File: src/rtl/cyclo_ram_transpose_reader.sv
// cyclo_ram_transpose_reader: reads a row-major P x NP sample RAM and streams it out column-major
// Ports:
//   clock, i_reset          clock and synchronous active-high reset
//   i_start                 pulse that begins one full read pass (ignored while busy or on o_done)
//   o_enable, o_out_enable  RAM enable / read enable, one read per cycle high
//   o_address_P/NP          RAM row / column address
//   i_ram_data              RAM read data, valid the cycle after the read is issued
//   o_data, o_valid, i_ready  streamed samples, valid/ready handshake
//   o_busy, o_done          pass in progress / 1-cycle pulse after the last sample is accepted
// Optional: define CYCLO_RD_BITREV_EN to drive o_address_NP with the bit-reversed column counter.
module cyclo_ram_transpose_reader #(
    parameter int P       = 32,
    parameter int NP      = 1024,
    parameter int NB_DATA = 16
) (
    input  logic                  clock,
    input  logic                  i_reset,
    input  logic                  i_start,
    output logic                  o_enable,
    output logic                  o_out_enable,
    output logic [$clog2(P)-1:0]  o_address_P,
    output logic [$clog2(NP)-1:0] o_address_NP,
    input  logic [NB_DATA-1:0]    i_ram_data,
    output logic [NB_DATA-1:0]    o_data,
    output logic                  o_valid,
    input  logic                  i_ready,
    output logic                  o_busy,
    output logic                  o_done
);
    localparam int PW  = $clog2(P);
    localparam int NPW = $clog2(NP);

    typedef enum logic [1:0] {IDLE, ISSUE, DRAIN} state_t;

    state_t               state_q;
    logic [NB_DATA-1:0]   buf_q [3];
    logic [NB_DATA-1:0]   buf_d [3];
    logic [1:0]           cnt_q, cnt_d;
    logic                 inflight_q, oe_q, en_q, valid_q, busy_q, done_q;
    logic [PW-1:0]        p_q, p_d;
    logic [NPW-1:0]       np_q, np_d;
    logic                 pop, room, last_d;

    assign pop = valid_q && i_ready;
    // Launching another read next cycle must still fit once everything committed has landed.
    assign room = (3'(cnt_q) + 3'(inflight_q) + 3'(oe_q) - 3'(pop)) < 3'd3;
    assign p_d = p_q == PW'(P - 1) ? '0 : p_q + 1'b1;
    assign np_d = p_q == PW'(P - 1) ? np_q + 1'b1 : np_q;
    assign last_d = p_d == PW'(P - 1) && np_d == NPW'(NP - 1);

    // buf_q[0] is the head and directly drives o_data; pops shift entries down.
    always_comb begin
        buf_d = buf_q;
        cnt_d = cnt_q + 2'(inflight_q) - 2'(pop);
        if (pop) begin
            buf_d[0] = buf_q[1];
            buf_d[1] = buf_q[2];
        end
        if (inflight_q) buf_d[cnt_q - 2'(pop)] = i_ram_data;
    end

    always_ff @(posedge clock) begin
        if (i_reset) begin
            state_q    <= IDLE;
            buf_q      <= '{default: '0};
            cnt_q      <= '0;
            inflight_q <= 1'b0;
            oe_q       <= 1'b0;
            en_q       <= 1'b0;
            valid_q    <= 1'b0;
            busy_q     <= 1'b0;
            done_q     <= 1'b0;
            p_q        <= '0;
            np_q       <= '0;
        end else begin
            buf_q      <= buf_d;
            cnt_q      <= cnt_d;
            valid_q    <= cnt_d != 2'd0;
            inflight_q <= oe_q;
            done_q     <= 1'b0;
            oe_q       <= 1'b0;
            en_q       <= 1'b0;
            case (state_q)
                IDLE: begin
                    if (i_start && !done_q) begin
                        state_q <= ISSUE;
                        busy_q  <= 1'b1;
                        oe_q    <= 1'b1;
                        en_q    <= 1'b1;
                        p_q     <= '0;
                        np_q    <= '0;
                    end
                end
                ISSUE: begin
                    // In ISSUE the held address has always been issued already, so the next read advances it.
                    oe_q <= room;
                    en_q <= room;
                    if (room) begin
                        p_q  <= p_d;
                        np_q <= np_d;
                        if (last_d) state_q <= DRAIN;
                    end
                end
                DRAIN: begin
                    if (cnt_q == 2'd0 && !inflight_q && !oe_q) begin
                        done_q  <= 1'b1;
                        busy_q  <= 1'b0;
                        state_q <= IDLE;
                    end
                end
                default: state_q <= IDLE;
            endcase
        end
    end

    assign o_enable     = en_q;
    assign o_out_enable = oe_q;
    assign o_address_P  = p_q;
    assign o_data       = buf_q[0];
    assign o_valid      = valid_q;
    assign o_busy       = busy_q;
    assign o_done       = done_q;

`ifdef CYCLO_RD_BITREV_EN
    if ((1 << NPW) != NP) begin : g_np_pow2
        $error("NP must be a power of two when CYCLO_RD_BITREV_EN is defined");
    end
    for (genvar i = 0; i < NPW; i++) begin : g_rev
        assign o_address_NP[i] = np_q[NPW-1-i];
    end
`else
    assign o_address_NP = np_q;
`endif

endmodule

File: config.mk
export PLATFORM = sky130hd
export DESIGN_NAME = cyclo_ram_transpose_reader
export DESIGN_NICKNAME = d
export VERILOG_FILES = /design/src/rtl/cyclo_ram_transpose_reader.sv
export SDC_FILE = /design/constraint.sdc
export NUM_CORES = 1
export LEC_CHECK = 0
export ABC_AREA = 1
export CORE_ASPECT_RATIO = 0.5
export CORE_MARGIN = 4
export CORE_UTILIZATION = 49
export DETAILED_ROUTE_END_ITERATION = 10
export GPL_ROUTABILITY_DRIVEN = 1
export PLACE_DENSITY = 0.72
export SYNTH_ARGS = -nofsm -noshare
export SYNTH_HDL_FRONTEND = slang
export SYNTH_SLANG_ARGS = --single-unit
File: constraint.sdc
create_clock -name clock -period 7.5 [get_ports clock]
set_input_delay 1.5 -clock clock [delete_from_list [all_inputs] [get_ports clock]]
set_output_delay 1.5 -clock clock [all_outputs]
set_load 0.05 [all_outputs]
==> key figures <==
Routing
  • DRT Wirelength: 7.306 mm
  • DR pass1 iterations: 4
  • DR vias: approximately 3000
  • DRC errors left: 0
  • Via density: 4.962
  • Drt wl/cell: 11.98 um
  • Antenna Violating Nets Remaining: 0
  • 1st-iter DRT viols: 193

Status
  • Outcome: complete, no violations

Synthesis
  • Synthesized instance count: 487
  • Synth warnings: 0
  • Yosys top cell by area: dfxtp_1
  • Top cells by area, synth: dfxtp_1 (41%), nand2_1 (12%), o21ai_0 (9.6%)
  • Syn Std Cell Area: 0.003485 mm2
  • Sequential share of the synthesized area: between 40% and 50%
  • Area fraction of the dominant cell type after synthesis: between 40% and 50%
  • Syn Nets: 517
  • Synth Register Bits: 72
  • Avg Synthesized Cell Area: 7.155 um2
  • Count of cell types in the netlist: 31

Timing
  • Post-route setup slack: about 2.8 ns
  • Fmax: 212.7 MHz
  • Min Tclk post-route: about 4.7 ns
  • Final Hold Viols: 0
  • Final setup skew: 0.009199 ns
  • Final Cycle Share: 62.70%
  • Hold Worst Slack: 0.4507 ns
  • Worst Max-Slew Pin Slew: 1.084 ns
  • Final Max Slew Viols: 0
  • RSZ-0062 raised after global routing: no
  • Final setup viols: 0
  • Slew HR: 27.51%
  • TNS Setup: 0 ns

Place
  • Post-DP HPWL: slightly below 5 mm
  • Placed cell count: 594
  • Placer Congestion: 0.8002
  • IO buf count: 55
  • Pre-CTS setup slack: 2.474 ns

Critical path
  • Worst-path cell chain: clkdlybuf4s50_1 -> nand2_1 -> inv_1 -> ha_1 -> fa_1 -> fa_1 -> inv_1 -> nand2_1 -> nand3_1 -> nor2_2 -> inv_2 -> nand2_2 -> inv_2 -> nand2_1 -> a21oi_1
  • Worst Path Arrival: 4.88 ns
  • Crit path kind: in -> reg
  • R2r startpoint: o_valid
  • RR Endpoint: o_address_NP[6]
  • Critical Path RT: 7.68 ns
  • Top delay family on crit path: simple AND/OR/NAND/NOR gates
  • CP max stage delay: 0.49 ns
  • Critical Path Start Type: primary input
  • CP Capture Type: register
  • Critical path buffers and inverters: 5
  • R2R Setup Slk: 4.06 ns
  • Most frequent CP cell: nand2_1
  • CP max-delay cell: nand2_1
  • Worst Path Max Fanout: 17
  • Worst R2R Path Depth: 14

GRT
  • Largest net degree at the start of global routing: 50
  • Tot GR Track Use: a little under a fifth
  • Initial antenna violation count: 0
  • Total gr overflow: 0
  • First-pass GRT wire length: 12.64 mm
  • Vias in the first global route: 2781

Clock network
  • Clock latency on the worst-skew pair: about 0.33 ns
  • H-tree levels: 3
  • Clock transition at the registers of the reported paths: ~0.06 ns
  • Num CTS Buffers: 9
  • TritonCTS clock tree: done
  • Post-CTS Hold Fix Bufs: 0
  • Post-cts repair resize count: 0
  • Clock Sinks: 72
  • Root buffer cell: clkbuf_16
  • Number of setup buffers added after CTS: 0
  • CTS max path bufs: 2

Cells and area
  • Layout area overhead: 21.01%
  • Share of layout cells above drive strength 1: ~7%
  • Fin cells: 610
  • Diodes inserted: 0
  • Register Area: between 0.001 and 0.0015 mm2
  • Final-layout fill cell count: 660
  • Final #Nets: 543
  • Multi-input gate area: roughly 0.0016 mm2

Worst hold path
  • Hold Path Class: reg -> reg
  • Hold path cells: 2

Die
  • Core area: 0.006779 mm2
  • Starting density of the core: between 50% and 60%
  • Die ar.: 0.008607 mm2
  • Die width: 127.3 um
  • Site Rows: 21
  • Die span in y: roughly 68 um
  • Ports: 56

Flow run
  • Max-cap violations: 0

Pwr
  • Power per Cell Area: 301.2 mW/mm2
  • P_leak: 0.001521 uW
  • Peak VDD IR: around 0.00015 V
  • Design Power: between 1000 and 1500 uW
[how the worst max path moves through the flow]
stage / end / cells past startpoint / startpoint / slack, ns
finish: o_address_NP[6] / 15 / i_ready / 2.80
global route: o_address_NP[6] / 15 / i_ready / 2.50
CTS: o_address_NP[6] / 15 / i_ready / 2.80
detailed placement: o_address_NP[3] / 15 / i_ready / 2.47
global placement: o_address_NP[9] / 15 / i_ready / 2.57
floorplan: o_address_P[1] / 17 / i_ready / 3.38
[cells by family (layout without fill, tap and decap cells)]
group	Yosys count	in the layout	synth area share (%)
buf+inv	96	127	12.67
xor+xnor	4	4	1.006
fa+ha+maj	10	10	4.022
simple gates	170	170	20.75
flops	72	72	41.36
compound gates	135	135	20.18
[worst reg2reg max path, delay by kind of cell (launching register included)]
kind / cells / cell delay, ns
and+or+nand+nor: 6 / 1.26
adders and majority gates: 3 / 1.25
buffers and inverters: 4 / 0.41
DFF: 1 / 0.31
AOI/OAI and AO/OA: 1 / 0.06
[cell usage after synthesis, drive strengths merged]
master and count:
ha 8, a21oi 51, a31oi 16, nor2 24, or2 3, nand2 116, or3 1, fa 2
nand3b 1, nand3 20, nor3 1, xor2 2, clkinv 1, nand4 4, o21ai 68, dfxtp 72
inv 53, buf 24, xnor2 2, clkbuf 18
[cells in the final DEF, fill, tap and decap left out, drive strengths merged]
| cell type | count |
|---|---|
| nand2 | 116 |
| dfxtp | 72 |
| o21ai | 68 |
| clkdlybuf4s50 | 55 |
| inv | 53 |
| a21oi | 51 |
| nor2 | 24 |
| nand3 | 20 |
| a31oi | 16 |
| clkbuf | 11 |
| ha | 8 |
| clkinv | 5 |
| nand4 | 4 |
| or2 | 3 |
| xor2 | 2 |
| xnor2 | 2 |
| fa | 2 |
| buf | 2 |
| or3 | 1 |
| nor3 | 1 |
| nand3b | 1 |
| bufinv | 1 |
[per-layer routing]
layer / part of all wire [%] / vias up / global-route usage, %
met5: 0 / - / 0
met2: 46 / 48 / 30.43
met3: 3.9 / 12 / 5.213
li1: - / 1623 / -
met1: 49 / 1344 / 23.28
met4: 1.4 / 0 / 4.813
[report_power, final]
part	switching (uW)	internal, uW	leakage (uW)	total (uW)
combinational	252	125	0.000792	377
clock	159	257	0.000143	416
sequential	36.2	440	0.000585	477
[area by class of cell]
class | instances | area share [%]
Multi-Input combinational cell | 319 | 37.98
Sequential cell | 72 | 34.18
Tap cell | 92 | 2.730
Clock buffer | 11 | 5.519
Clock inverter | 5 | 1.365
Timing Repair Buffer | 57 | 13.41
Inverter | 54 | 4.807
[stage by stage]
stage	cell area (um2)	util, %
final	4217	62.20
after global routing	4217	62.20
after floorplan	3485	-
after CTS	4217	62.20
after detailed placement	3926	57.92
after global placement	3926	57.92
(Power assumes the default switching activity.)
